[src/rtl/adder_test_pkg.sv]
// Shared widths, constants and types for the adder test bench blocks.
package adder_test_pkg;
  localparam int OP_W  = 16;
  localparam int SUM_W = 17;

  // MISR feedback taps at bits 15, 14, 13 and 4
  localparam logic [OP_W-1:0] MISR_TAPS  = 16'hE010;
  localparam logic [OP_W-1:0] MISR_SEED  = 16'h0001;
  localparam logic [OP_W-1:0] NO_ERR_IDX = 16'hFFFF;

  typedef enum logic [1:0] {IDLE, RUN, DRAIN, DONE} state_t;

  typedef struct packed {
    logic            vld;
    logic [OP_W-1:0] a;
    logic [OP_W-1:0] b;
    logic [OP_W-1:0] idx;
  } dline_t;
endpackage

[src/rtl/adder_misr.sv]
// 16-bit MISR compacting a 17-bit result; the carry folds into the top bit.
module adder_misr import adder_test_pkg::*; (
  input  logic             clk,
  input  logic             rst,
  input  logic             en,
  input  logic [SUM_W-1:0] din,
  output logic [OP_W-1:0]  sig
);
  logic fb;
  assign fb = ^(sig & MISR_TAPS);

  always_ff @(posedge clk) begin
    if (rst)     sig <= MISR_SEED;
    else if (en) sig <= {sig[OP_W-2:0], fb} ^ din[OP_W-1:0] ^ {din[OP_W], {(OP_W-1){1'b0}}};
  end
endmodule

[src/rtl/adder_ora.sv]
// Output response analyzer: aligns captured operands to the adder latency,
// checks each result against a reference sum and compacts results in a MISR.
module adder_ora import adder_test_pkg::*; #(
  parameter int PATTERNS    = 100,
  parameter int DUT_LATENCY = 1,
  parameter int START_DELAY = 1
) (
  input  logic             clk,
  input  logic             rst,
  input  logic [OP_W-1:0]  a,
  input  logic [OP_W-1:0]  b,
  input  logic [SUM_W-1:0] sum,
  output logic             done,
  output logic             pass,
  output logic [OP_W-1:0]  err_count,
  output logic [OP_W-1:0]  first_err_idx,
  output logic [OP_W-1:0]  signature
);
  state_t           state;
  logic [3:0]       dly_cnt, drn_cnt;
  logic [OP_W-1:0]  cap_cnt;
  logic             cap, cmp_vld, mism, fin;
  logic [OP_W-1:0]  cmp_a, cmp_b, cmp_idx, err_next;
  logic [SUM_W-1:0] expect_sum;

  // The final IDLE edge already captures pattern 0, so START_DELAY=0 captures on cycle 1.
  assign cap = (state == RUN) || (state == IDLE && dly_cnt == 4'(START_DELAY));

  if (DUT_LATENCY == 0) begin : g_bypass
    assign cmp_vld = cap;
    assign cmp_a   = a;
    assign cmp_b   = b;
    assign cmp_idx = cap_cnt;
  end else begin : g_dline
    dline_t pipe [DUT_LATENCY];

    always_ff @(posedge clk) begin
      if (rst) begin
        for (int i = 0; i < DUT_LATENCY; i++) pipe[i] <= '0;
      end else begin
        pipe[0] <= '{vld: cap, a: a, b: b, idx: cap_cnt};
        for (int i = 1; i < DUT_LATENCY; i++) pipe[i] <= pipe[i-1];
      end
    end

    assign cmp_vld = pipe[DUT_LATENCY-1].vld && (state != DONE);
    assign cmp_a   = pipe[DUT_LATENCY-1].a;
    assign cmp_b   = pipe[DUT_LATENCY-1].b;
    assign cmp_idx = pipe[DUT_LATENCY-1].idx;
  end

  assign expect_sum = {1'b0, cmp_a} + {1'b0, cmp_b};
  assign mism       = cmp_vld && (sum != expect_sum);
  assign err_next   = (mism && err_count != 16'hFFFF) ? err_count + 16'd1 : err_count;
  // Last compare edge: the final capture itself when unpipelined, else the end of DRAIN.
  assign fin = (DUT_LATENCY == 0) ? (cap && cap_cnt == 16'(PATTERNS-1))
                                  : (state == DRAIN && drn_cnt == 4'(DUT_LATENCY-1));

  always_ff @(posedge clk) begin
    if (rst) begin
      state         <= IDLE;
      dly_cnt       <= '0;
      drn_cnt       <= '0;
      cap_cnt       <= '0;
      done          <= 1'b0;
      pass          <= 1'b0;
      err_count     <= '0;
      first_err_idx <= NO_ERR_IDX;
    end else if (state != DONE) begin
      if (cmp_vld) begin
        err_count <= err_next;
        if (mism && first_err_idx == NO_ERR_IDX) first_err_idx <= cmp_idx;
      end
      if (cap) begin
        cap_cnt <= cap_cnt + 16'd1;
        state   <= (cap_cnt == 16'(PATTERNS-1)) ? DRAIN : RUN;
      end else if (state == IDLE) begin
        dly_cnt <= dly_cnt + 4'd1;
      end
      if (state == DRAIN) drn_cnt <= drn_cnt + 4'd1;
      if (fin) begin
        state <= DONE;
        done  <= 1'b1;
        pass  <= (err_next == '0);
      end
    end
  end

  adder_misr u_misr (
    .clk (clk),
    .rst (rst),
    .en  (cmp_vld),
    .din (sum),
    .sig (signature)
  );
endmodule

[config.mk]
export PLATFORM = sky130hd
export DESIGN_NAME = adder_ora
export DESIGN_NICKNAME = d
export VERILOG_FILES = /design/src/rtl/adder_test_pkg.sv /design/src/rtl/adder_misr.sv /design/src/rtl/adder_ora.sv
export SDC_FILE = /design/constraint.sdc
export NUM_CORES = 1
export LEC_CHECK = 0
export ABC_AREA = 1
export CAP_MARGIN = 10
export CORE_MARGIN = 1
export CORE_UTILIZATION = 49
export DETAILED_ROUTE_END_ITERATION = 12
export GPL_TIMING_DRIVEN = 0
export PLACE_DENSITY = 0.78
export REMOVE_ABC_BUFFERS = 1
export SETUP_SLACK_MARGIN = 0.05
export SLEW_MARGIN = 5
export SYNTH_ARGS = -nofsm -noshare
export SYNTH_HDL_FRONTEND = slang
export SYNTH_HIERARCHICAL = 1
export SYNTH_SLANG_ARGS = --single-unit
[constraint.sdc]
create_clock -name clk -period 2.5 [get_ports clk]
set_input_delay 0.5 -clock clk [delete_from_list [all_inputs] [get_ports clk]]
set_output_delay 0.5 -clock clk [all_outputs]
set_load 0.02 [all_outputs]
**Word-level counts from Yosys, hierarchy flattened**

Memories as Yosys holds them, arrays and structs flattened.
Cells that the tools add are included.

- Memory bits (writable): 49
- Word-level logic and storage cells: 55
- Register bits after elaboration: 76
- Output and inout port bits: 50
- Memories: 1

Memories:

| name | depth | width | read ports | clocked after memory_dff | write ports | RTL line | RTL |
|---|---|---|---|---|---|---|---|
| g_dline.pipe | 1 | 49 | 1 | 0 | 1 | adder_ora.sv:35 | `dline_t pipe [DUT_LATENCY];` |

- Eq/ne operators: 8
- Muxes and demuxes: 9
- $add $sub $neg: 5
- Bitwise operators: 3
- Reduce and logical (&&, ||, !) cells: 20

Operator list:

| cell | count |
|---|---|
| 2-to-1 mux 49 bit | 1 |
| OR reduction 49 bit | 1 |
| adder 16 x 1 -> 16 bit, second input constant | 2 |
| XOR 16 bit | 2 |
| adder 16 x 16 -> 17 bit | 1 |
| inequality test 17 bit | 1 |
| equality test 16 bit, second input constant | 1 |
| equality test 16 x 7 -> 1 bit, second input constant | 1 |
| logical NOT 16 bit | 1 |
| 2-to-1 mux 16 bit | 1 |
| inequality test 16 bit, second input constant | 1 |
| XOR reduction 16 bit | 1 |
| AND reduction 2 bit | 5 |
| adder 4 x 1 -> 4 bit, second input constant | 2 |
| logical AND 1 bit | 6 |
| 2-to-1 mux 2 bit | 3 |
| AND reduction 3 bit | 2 |
| equality test 4 x 1 -> 1 bit, second input constant | 1 |
| logical NOT 4 bit | 1 |
| 2-to-1 mux 1 bit | 4 |
| equality test 2 x 1 -> 1 bit, second input constant | 1 |
| equality test 2 bit, second input constant | 1 |
| logical NOT 2 bit | 1 |
| inequality test 2 bit, second input constant | 1 |
| other kinds (3) | 3 |

**Logic depth before layout (Yosys ltp)**

Gate-level depths: netlist of run 1.

- Depth after elaboration: 6
- Depth in mapped cells: 23
- Depth with buffers taken out: 22

**By module**

Netlist of run 1, hierarchy kept.

Modules (own cells, without submodules):

| module | area each (um^2) | cells each | times used |
|---|---|---|---|
| adder_ora | 5357.6 | 747 | 1 |
| adder_misr | 845.8 | 116 | 1 |

**Worst setup path before layout of run 1**

OpenSTA, ideal clock, no wires.

- Kind: flip-flop to flip-flop
- Start: mem g_dline.pipe[0][32] (netlist bit)
- End: reg pass
- Stages on the path, launching flop included: 21
- Data arrival time: 2508 ps
- Setup time: 67 ps
- Period minus slack after synthesis: 2576 ps
- Setup slack: -76 ps
- Buffers on the path: 1
- Required time: 2433 ps
- Path through: dfxtp_1 -> ha_1 -> fa_1 -> nand2_1 -> nand2_1 -> nand3_2 -> nand2_1 -> nand2_1 -> nand3_1 -> a21oi_2 -> nor2_2 -> nand4_4 -> nand3_4 -> buf_6 -> nand2_1 -> nand2_1 -> nor2_1 -> nand2_1 -> nor2_1 -> nand3_1 -> a21oi_2

RTL lines:

| item | RTL line | RTL |
|---|---|---|
| start: declaration | adder_ora.sv:35 |  |
| end signal: assignment | adder_ora.sv:84 | `pass <= (err_next == '0);` |
| end: declaration | adder_ora.sv:14 | `output logic pass,` |

**Worst setup path in the final report of run 1**

- Start: mem g_dline.pipe[0][16] (netlist bit)
- End: reg first_err_idx[7] (read register of g_dline.pipe)

- Word-level cells in the longest chain between the ends: 6

Ends and longest elaborated chain:

| item | RTL line | RTL |
|---|---|---|
| memory read (1 x 49 bit) | - |  |
| adder 16 x 16 -> 17 bit | adder_ora.sv:52 | `assign expect_sum = {1'b0, cmp_a} + {1'b0, cmp_b};` |
| inequality test 17 bit | adder_ora.sv:53 | `assign mism = cmp_vld && (sum != expect_sum);` |
| logical AND 1 bit | adder_ora.sv:53 |  |
| logical AND 1 bit | adder_ora.sv:72 | `if (mism && first_err_idx == NO_ERR_IDX) first_err_idx <= cmp_idx;` |
| AND reduction 3 bit (no line) | - |  |
| end: declaration | adder_ora.sv:16 | `output logic [OP_W-1:0] first_err_idx,` |

Every way passes these cells.
A chain may end at the register's enable or synchronous reset.

==> results_dict.tcl, run 1 <==
set metrics [dict create \
    numCtsBuffers 17 \
    fin_skew_ps 9.50 \
    slew_violations 0 \
    htreeDepth 4 \
    hold_buffers 0 \
    drive_gt1_share_pct 10.5 \
    num_rows 40 \
    die_width_um 115 \
    diodes 0 \
    use_met3_pct 5.98 \
    cp_top_family "simple AND/OR/NAND/NOR gates" \
    fillCellCount 989 \
    grt.overflow.total 0 \
    path_depth 16 \
    syn_area_um2 6200 \
    crit_required_ps 2760 \
    reg2reg_from "g_dline.pipe[0][16]" \
    post-place-ws_ps -1080 \
    r2r-end "first_err_idx[7]" \
    rsz0062_at_grt "yes" \
    rr_worst_depth 16 \
    wl_um 15000 \
    slew_headroom_pct 24.1 \
    outcome "finished, violations left" \
    final_core_util_pct 68.0 \
    fin_ws_ps -434 \
    synthArstFlopShare_pct 0 \
    cts_sinks 125 \
    startpoint_type "flip-flop" \
    dr_total_vias 5788 \
    syn_avg_cell_area_um2 7.19 \
    hold_violations 0 \
    max_freq_mhz 341 \
    final_nets 1050 \
    synth_edf_count 0 \
    clk_transition_reported_paths_ps 50 \
    multi_input_area_um2 3280 \
    path_class "flip-flop to flip-flop" \
    setup_viol 33 \
    power_density_nw_per_um2 938 \
    globalRouteTotalUtil_pct 24.5 \
    ys_top_cells_by_area "dfxtp_1, nand2_1, nor2_1, inv_1, ha_1" \
    path_cells "ha_4, fa_2, xnor2_2, nand3_1, nor2_1, nand3_1, nor2_1, nand3_1, nor2_2, nand4_4, buf_12, nand2_1, clkinvlp_4, buf_12, nand4_1, nand3_1" \
    cts_root_buf "clkbuf_16" \
    busiest_layer "met2" \
    die_area_um2 13100 \
    slowest_stage "fa_2" \
    tightest_slew_ps 1130 \
    synthFlopType "dfxtp_1" \
    yosysTopAreaCell "dfxtp_1" \
    post_drt_wl_per_cell_um 13.0 \
    clk-insertion-delay-late_ps 420 \
    post-synth-top-count-cell "nand2_1" \
    synthCells 863 \
    min_period_ps 2930 \
    r2r_slack_ps -430 \
    clockBufferDepth 2 \
    holdWs_ps 465 \
    grt_max_degree 90 \
    worstSetupStartpoint "g_dline.pipe[0][16]" \
    portBuffers 100 \
    design.core.area_um2 12200 \
    synthDistinctLibCells 41 \
    crit_path_max_fanout 15 \
    crit_arrival_ps 3190 \
    crit_path_end "first_err_idx[7]" \
    p_leak_nw 3.84 \
    cp-end-kind "flip-flop" \
    drt_iter0_drc 422 \
    die_y_um 115 \
    antenna_found_initial 0 \
    grt_pass1_wl_um 25300 \
    max_stage_delay_ps 550 \
    ios 101 \
    gr-usage-met2_pct 40.6 \
    cts_tree "built" \
    ant_nets 0 \
    cp_num_buf_inv 3 \
    place_congestion 0.827 \
    hpwlAfterDp_um 9870 \
    violations "negative setup slack" \
    cap_violations 0 \
    yosysTopAreaCellShare_pct 40.3 \
    initial_utilization_pct 51.0 \
    cp_common_cell "nand3_1" \
    grt_use_met1_pct 30.6 \
    ys_warn_count 6 \
    viasPerCell 5.02 \
    regArea_um2 2510 \
    synth_commonest_cells "nand2_1, nor2_1, inv_1" \
    finalPower_w 0.00776 \
    dr.pass1.iters 7 \
    min_path_type "flip-flop to flip-flop" \
    ys_seq_area_share_pct 40.3 \
    syn_to_final_growth_pct 33.3 \
    grt_pass1_vias 5590 \
    drc 0 \
    synth-seq-cells 125 \
    setup-tns-final_ps -7730 \
    vdd_ir_drop_max_mv 0.494 \
    layout_worst_path_cycle_share_pct 117 \
]
cell type report:
class | instances | share of cell area [%]
well taps | 168 | 2.54
flip-flops and latches | 125 | 30.3
inverters | 129 | 5.90
repair buffers | 117 | 14.4
multi-input cells | 586 | 39.6
clock buffers | 22 | 5.49
clock inverters | 7 | 1.69
power by group:
| part | internal (W) | switching [W] |
|---|---|---|
| Sequential | 0.00230 | 0.000285 |
| Combinational | 0.00107 | 0.00159 |
| Clock | 0.00167 | 0.000844 |
| Total | 0.00504 | 0.00272 |
routing by layer:
layer  share of wire [%]  vias up
li1                    -     2977
met1                  46     2620
met2                  47      166
met3                 5.8       25
met4                 1.6        0
met5                   0        -
cells in the final DEF, fill, tap and decap left out, types with 4 or more instances in the layout:
cell and n:
nand2_1 160, nor2_1 121, dfxtp_1 121, inv_1 120, clkdlybuf4s50_1 99, a21oi_1 49, nand3_1 42, nand4_1 38
xor2_1 26, o21ai_0 22, ha_1 20, xnor2_1 19, clkbuf_16 17, nor3_1 12, o21ai_1 12, buf_4 12
nand2_2 10, inv_2 8, nor2_2 7, nand3b_1 6, a21oi_2 5, nand3_2 4, nor4_1 4, clkbuf_1 4
bufinv_16 4, dfxtp_2 4
stage by stage:
step | cell area, µm² | cells
2_1_floorplan | 6070 | 840
3_3_place_gp | 7280 | 1108
3_5_place_dp | 7320 | 1109
4_1_cts | 8140 | 1149
5_1_grt | 8270 | 1154
6_report | 8270 | 1154
worst min-delay path by stage:
stage,endpoint,slack (ps),cells past startpoint,start
floorplan,first_err_idx[0],430,2,g_dline.pipe[0][0]
global placement,g_dline.pipe[0][1],450,2,cap_cnt[1]
detailed placement,g_dline.pipe[0][15],460,2,cap_cnt[15]
CTS,g_dline.pipe[0][15],460,2,cap_cnt[15]
global route,g_dline.pipe[0][1],490,2,cap_cnt[1]
finish,first_err_idx[0],470,2,g_dline.pipe[0][0]
kinds of logic (layout without fill, tap and decap cells):
family / count (synthesis) / count (layout) / synth area share (%)
xor gates and xnor gates: 47 / 47 / 6.76
buffers and inverters: 152 / 275 / 9.94
adders and majority gates: 23 / 23 / 4.76
and+or+nand+nor: 419 / 419 / 29.8
DFF: 125 / 125 / 40.3
AOI/OAI and AO/OA: 97 / 97 / 8.39
sequential cells by signal (all words and copies together), names as in the netlist:
| register | count |
|---|---|
| g_dline.pipe | 49 |
| err_count | 16 |
| dly_cnt | 4 |
| u_misr/sig | 16 |
| done | 1 |
| pass | 1 |
| cap_cnt | 16 |
| drn_cnt | 4 |
| first_err_idx | 16 |
| state | 2 |
worst reg2reg max path: stages, from the launching register on:
cell and delay [ps]:
dfxtp_2 330, ha_4 160, fa_2 550, xnor2_2 110
nand3_1 80, nor2_1 130, nand3_1 120, nor2_1 130
nand3_1 90, nor2_2 150, nand4_4 140, buf_12 180
nand2_1 110, clkinvlp_4 150, buf_12 170, nand4_1 90
nand3_1 100
repair_timing:
item                                   CTS  global route
cloned                                   0             0
endpoints found under the hold margin    0             0
buffers inserted                        11             5
resized for setup                       29            27
setup endpoints to repair               36            38
pin swaps                                7            14
(Power assumes the default switching activity.)
==> run 2, diff against run 1 <==
--- a/config.mk
+++ b/config.mk
@@ -8,14 +8,14 @@
 export ABC_AREA = 1
 export CAP_MARGIN = 10
 export CORE_MARGIN = 1
-export CORE_UTILIZATION = 49
+export CORE_UTILIZATION = 48
 export DETAILED_ROUTE_END_ITERATION = 12
 export GPL_TIMING_DRIVEN = 0
-export PLACE_DENSITY = 0.78
+export PLACE_DENSITY = 0.77
 export REMOVE_ABC_BUFFERS = 1
 export SETUP_SLACK_MARGIN = 0.05
+export SKIP_CTS_REPAIR_TIMING = 1
 export SLEW_MARGIN = 5
 export SYNTH_ARGS = -nofsm -noshare
 export SYNTH_HDL_FRONTEND = slang
-export SYNTH_HIERARCHICAL = 1
 export SYNTH_SLANG_ARGS = --single-unit
==> results_dict.tcl, run 2 <==
set metrics [dict create \
    dr_total_vias 5830 \
    drt_iter0_drc 432 \
    final_nets 1030 \
    synth_commonest_cells "nand2_1, dfxtp_1, nor2_1" \
    final_cell_mix "nand2_1, dfxtp_1, inv_1" \
    globalRouteTotalUtil_pct 23.2 \
    crit_path_max_fanout 8 \
    clkPwrFrac_pct 32.2 \
    cts_sinks 125 \
    clk-insertion-delay-late_ps 430 \
    path_class "flip-flop to flip-flop" \
    hold_violations 0 \
    violations "negative setup slack" \
    synthFlopType "dfxtp_1" \
    slowest_stage "fa_2" \
    wl_um 16000 \
    numCtsBuffers 17 \
    portBuffers 100 \
    ys_seq_area_share_pct 40.9 \
    cts_root_buf "clkbuf_16" \
    fin_cells 1137 \
    drive_gt1_share_pct 13.6 \
    synth-seq-cells 125 \
    crit_required_ps 2770 \
    htreeDepth 4 \
    ys_top_cells_by_area "dfxtp_1, nand2_1, nor2_1, inv_1, xnor2_1" \
    die_y_um 115 \
    ant_nets 0 \
    power_frac_seq_pct 33.4 \
    internal_power_w 0.00495 \
    grt.overflow.total 0 \
    path_cells "ha_4, fa_2, nand3_2, nand3_4, nand2_2, nand2_2, xor2_1, nand2_1, nor3_4, nand4_4, buf_12, nand3_4, nand2_1, nand2_1, nor2_1, nand2_1, nor2_1, nand3_1, a21oi_2" \
    viasPerCell 5.13 \
    p_leak_nw 3.61 \
    cp-end-kind "flip-flop" \
    synthDistinctLibCells 39 \
    syn_area_um2 6120 \
    layout_worst_path_cycle_share_pct 117 \
    max_freq_mhz 341 \
    synthCells 842 \
    initial_utilization_pct 50.1 \
    setup_viol 32 \
    netSwitchingPower_w 0.00278 \
    slew_headroom_pct 17.3 \
    rsz0062_at_grt "yes" \
    power_density_nw_per_um2 927 \
    swShare_pct 36.0 \
    clockBufferDepth 2 \
    ios 101 \
    multi_input_area_um2 3390 \
    grt_pass1_wl_um 23700 \
    fin_ws_ps -433 \
    yosysTopAreaCell "dfxtp_1" \
    max_stage_delay_ps 390 \
    ys_warn_count 0 \
    die_width_um 115 \
    post-place-ws_ps -1010 \
    synth_edf_count 0 \
    hpwlAfterDp_um 10200 \
    grt_max_degree 87 \
    diodes 0 \
    cap_violations 0 \
    tightest_slew_ps 1240 \
    outcome "finished, violations left" \
    num_rows 40 \
    regArea_um2 2510 \
    design.core.area_um2 12200 \
    drc 0 \
    dr.pass1.iters 5 \
    antenna_found_initial 0 \
    fillCellCount 1011 \
    slew_violations 0 \
    synthArstFlopShare_pct 0 \
    dp_cells 1086 \
    crit_arrival_ps 3210 \
    die_area_um2 13200 \
    cp_num_buf_inv 1 \
    syn_avg_cell_area_um2 7.27 \
    min_period_ps 2930 \
    vdd_ir_drop_max_mv 0.555 \
    min_path_type "flip-flop to flip-flop" \
    yosysTopAreaCellShare_pct 40.9 \
    post_drt_wl_per_cell_um 14.1 \
    mostFrequentLayoutCell "nand2_1" \
    grt_pass1_vias 5266 \
    combPwrFrac_pct 34.4 \
    cp_common_cell "nand2_1" \
    cp_top_family "simple AND/OR/NAND/NOR gates" \
    place_congestion 0.884 \
    largest_register_ffs 49 \
    startpoint_type "flip-flop" \
    top_register "g_dline.pipe" \
    post-synth-top-count-cell "nand2_1" \
    cts_tree "built" \
    fin_skew_ps 8.33 \
    syn_to_final_growth_pct 36.1 \
    clk_transition_reported_paths_ps 60 \
]
## run 2: cell count changes in the layout (fill, tap and decap cells not counted), moves of 6 or more
cell | before | now
xor2_1 | 26 | 17
a21oi_1 | 49 | 43
inv_1 | 120 | 110
nor2_1 | 121 | 108
nand2_1 | 160 | 151
xnor2_1 | 19 | 32
a211oi_1 | 1 | 11
o21ai_1 | 12 | 3
nand2_2 | 10 | 23
## run 2: final cells by class
type,instances,share of cell area [%]
repair buffers,115,14.1
flip-flops and latches,125,30.1
clock inverters,9,1.31
multi-input cells,579,40.7
clock buffers,23,5.98
well taps,168,2.52
inverters,118,5.36
## run 2: kinds of logic (layout without fill, tap and decap cells)
| group | after synthesis | in the layout | synth area share, % |
|---|---|---|---|
| buffers and inverters | 142 | 265 | 8.93 |
| xor gates and xnor gates | 51 | 51 | 7.42 |
| and+or+nand+nor | 412 | 416 | 30.0 |
| DFF | 125 | 125 | 40.9 |
| AOI/OAI and AO/OA | 89 | 89 | 8.01 |
| adders and majority gates | 23 | 23 | 4.82 |
## run 2: routing by layer
layer | track usage, % | vias to the layer above | wire length (µm) | share of wire, %
met1 | 28.1 | 2657 | 7000 | 44
met5 | 0 | - | 0 | 0
met2 | 39.3 | 182 | 7680 | 48
met3 | 5.90 | 40 | 871 | 5.4
met4 | 9.78 | 0 | 442 | 2.8
li1 | - | 2951 | - | -
## run 2: power groups by stage
stage | Sequential (W) | Clock, W | Combinational (W)
floorplan | 0.00283 | 0 | 0.00120
finish | 0.00258 | 0.00249 | 0.00266
detailed placement | 0.00244 | 0 | 0.00164
global route | 0.00261 | 0.00261 | 0.00282
CTS | 0.00240 | 0.00251 | 0.00166
global placement | 0.00260 | 0 | 0.00221
## run 2: tightest hold or removal path: stages, from the launching register on
cell and delay (ps):
dfxtp_1 310, o21ai_1 60, nand2_1 50
## run 2: worst paths after layout
check / slack, ps / startpoint / cells after the start / end
worst min register to register: 440 / g_dline.pipe[0][0] / 2 / first_err_idx[0]
worst max register to register: -430 / g_dline.pipe[0][32] / 19 / pass
worst max-delay path: -430 / g_dline.pipe[0][32] / 19 / pass
worst min-delay path: 440 / g_dline.pipe[0][0] / 2 / first_err_idx[0]
## run 2: metrics by stage
step / TNS, ps / total power (W) / cell area [µm²] / utilization [%] / hold WS, ps
after floorplan: -4870 / 0.00403 / 6020 / - / 429
after global placement: -185770 / 0.00481 / 7230 / 59.2 / 451
after detailed placement: -18900 / 0.00408 / 7230 / 59.2 / 460
after CTS: -20140 / 0.00658 / 7840 / 64.2 / 467
after global routing: -11550 / 0.00803 / 8330 / 68.2 / 454
final: -7090 / 0.00773 / 8330 / 68.2 / 439
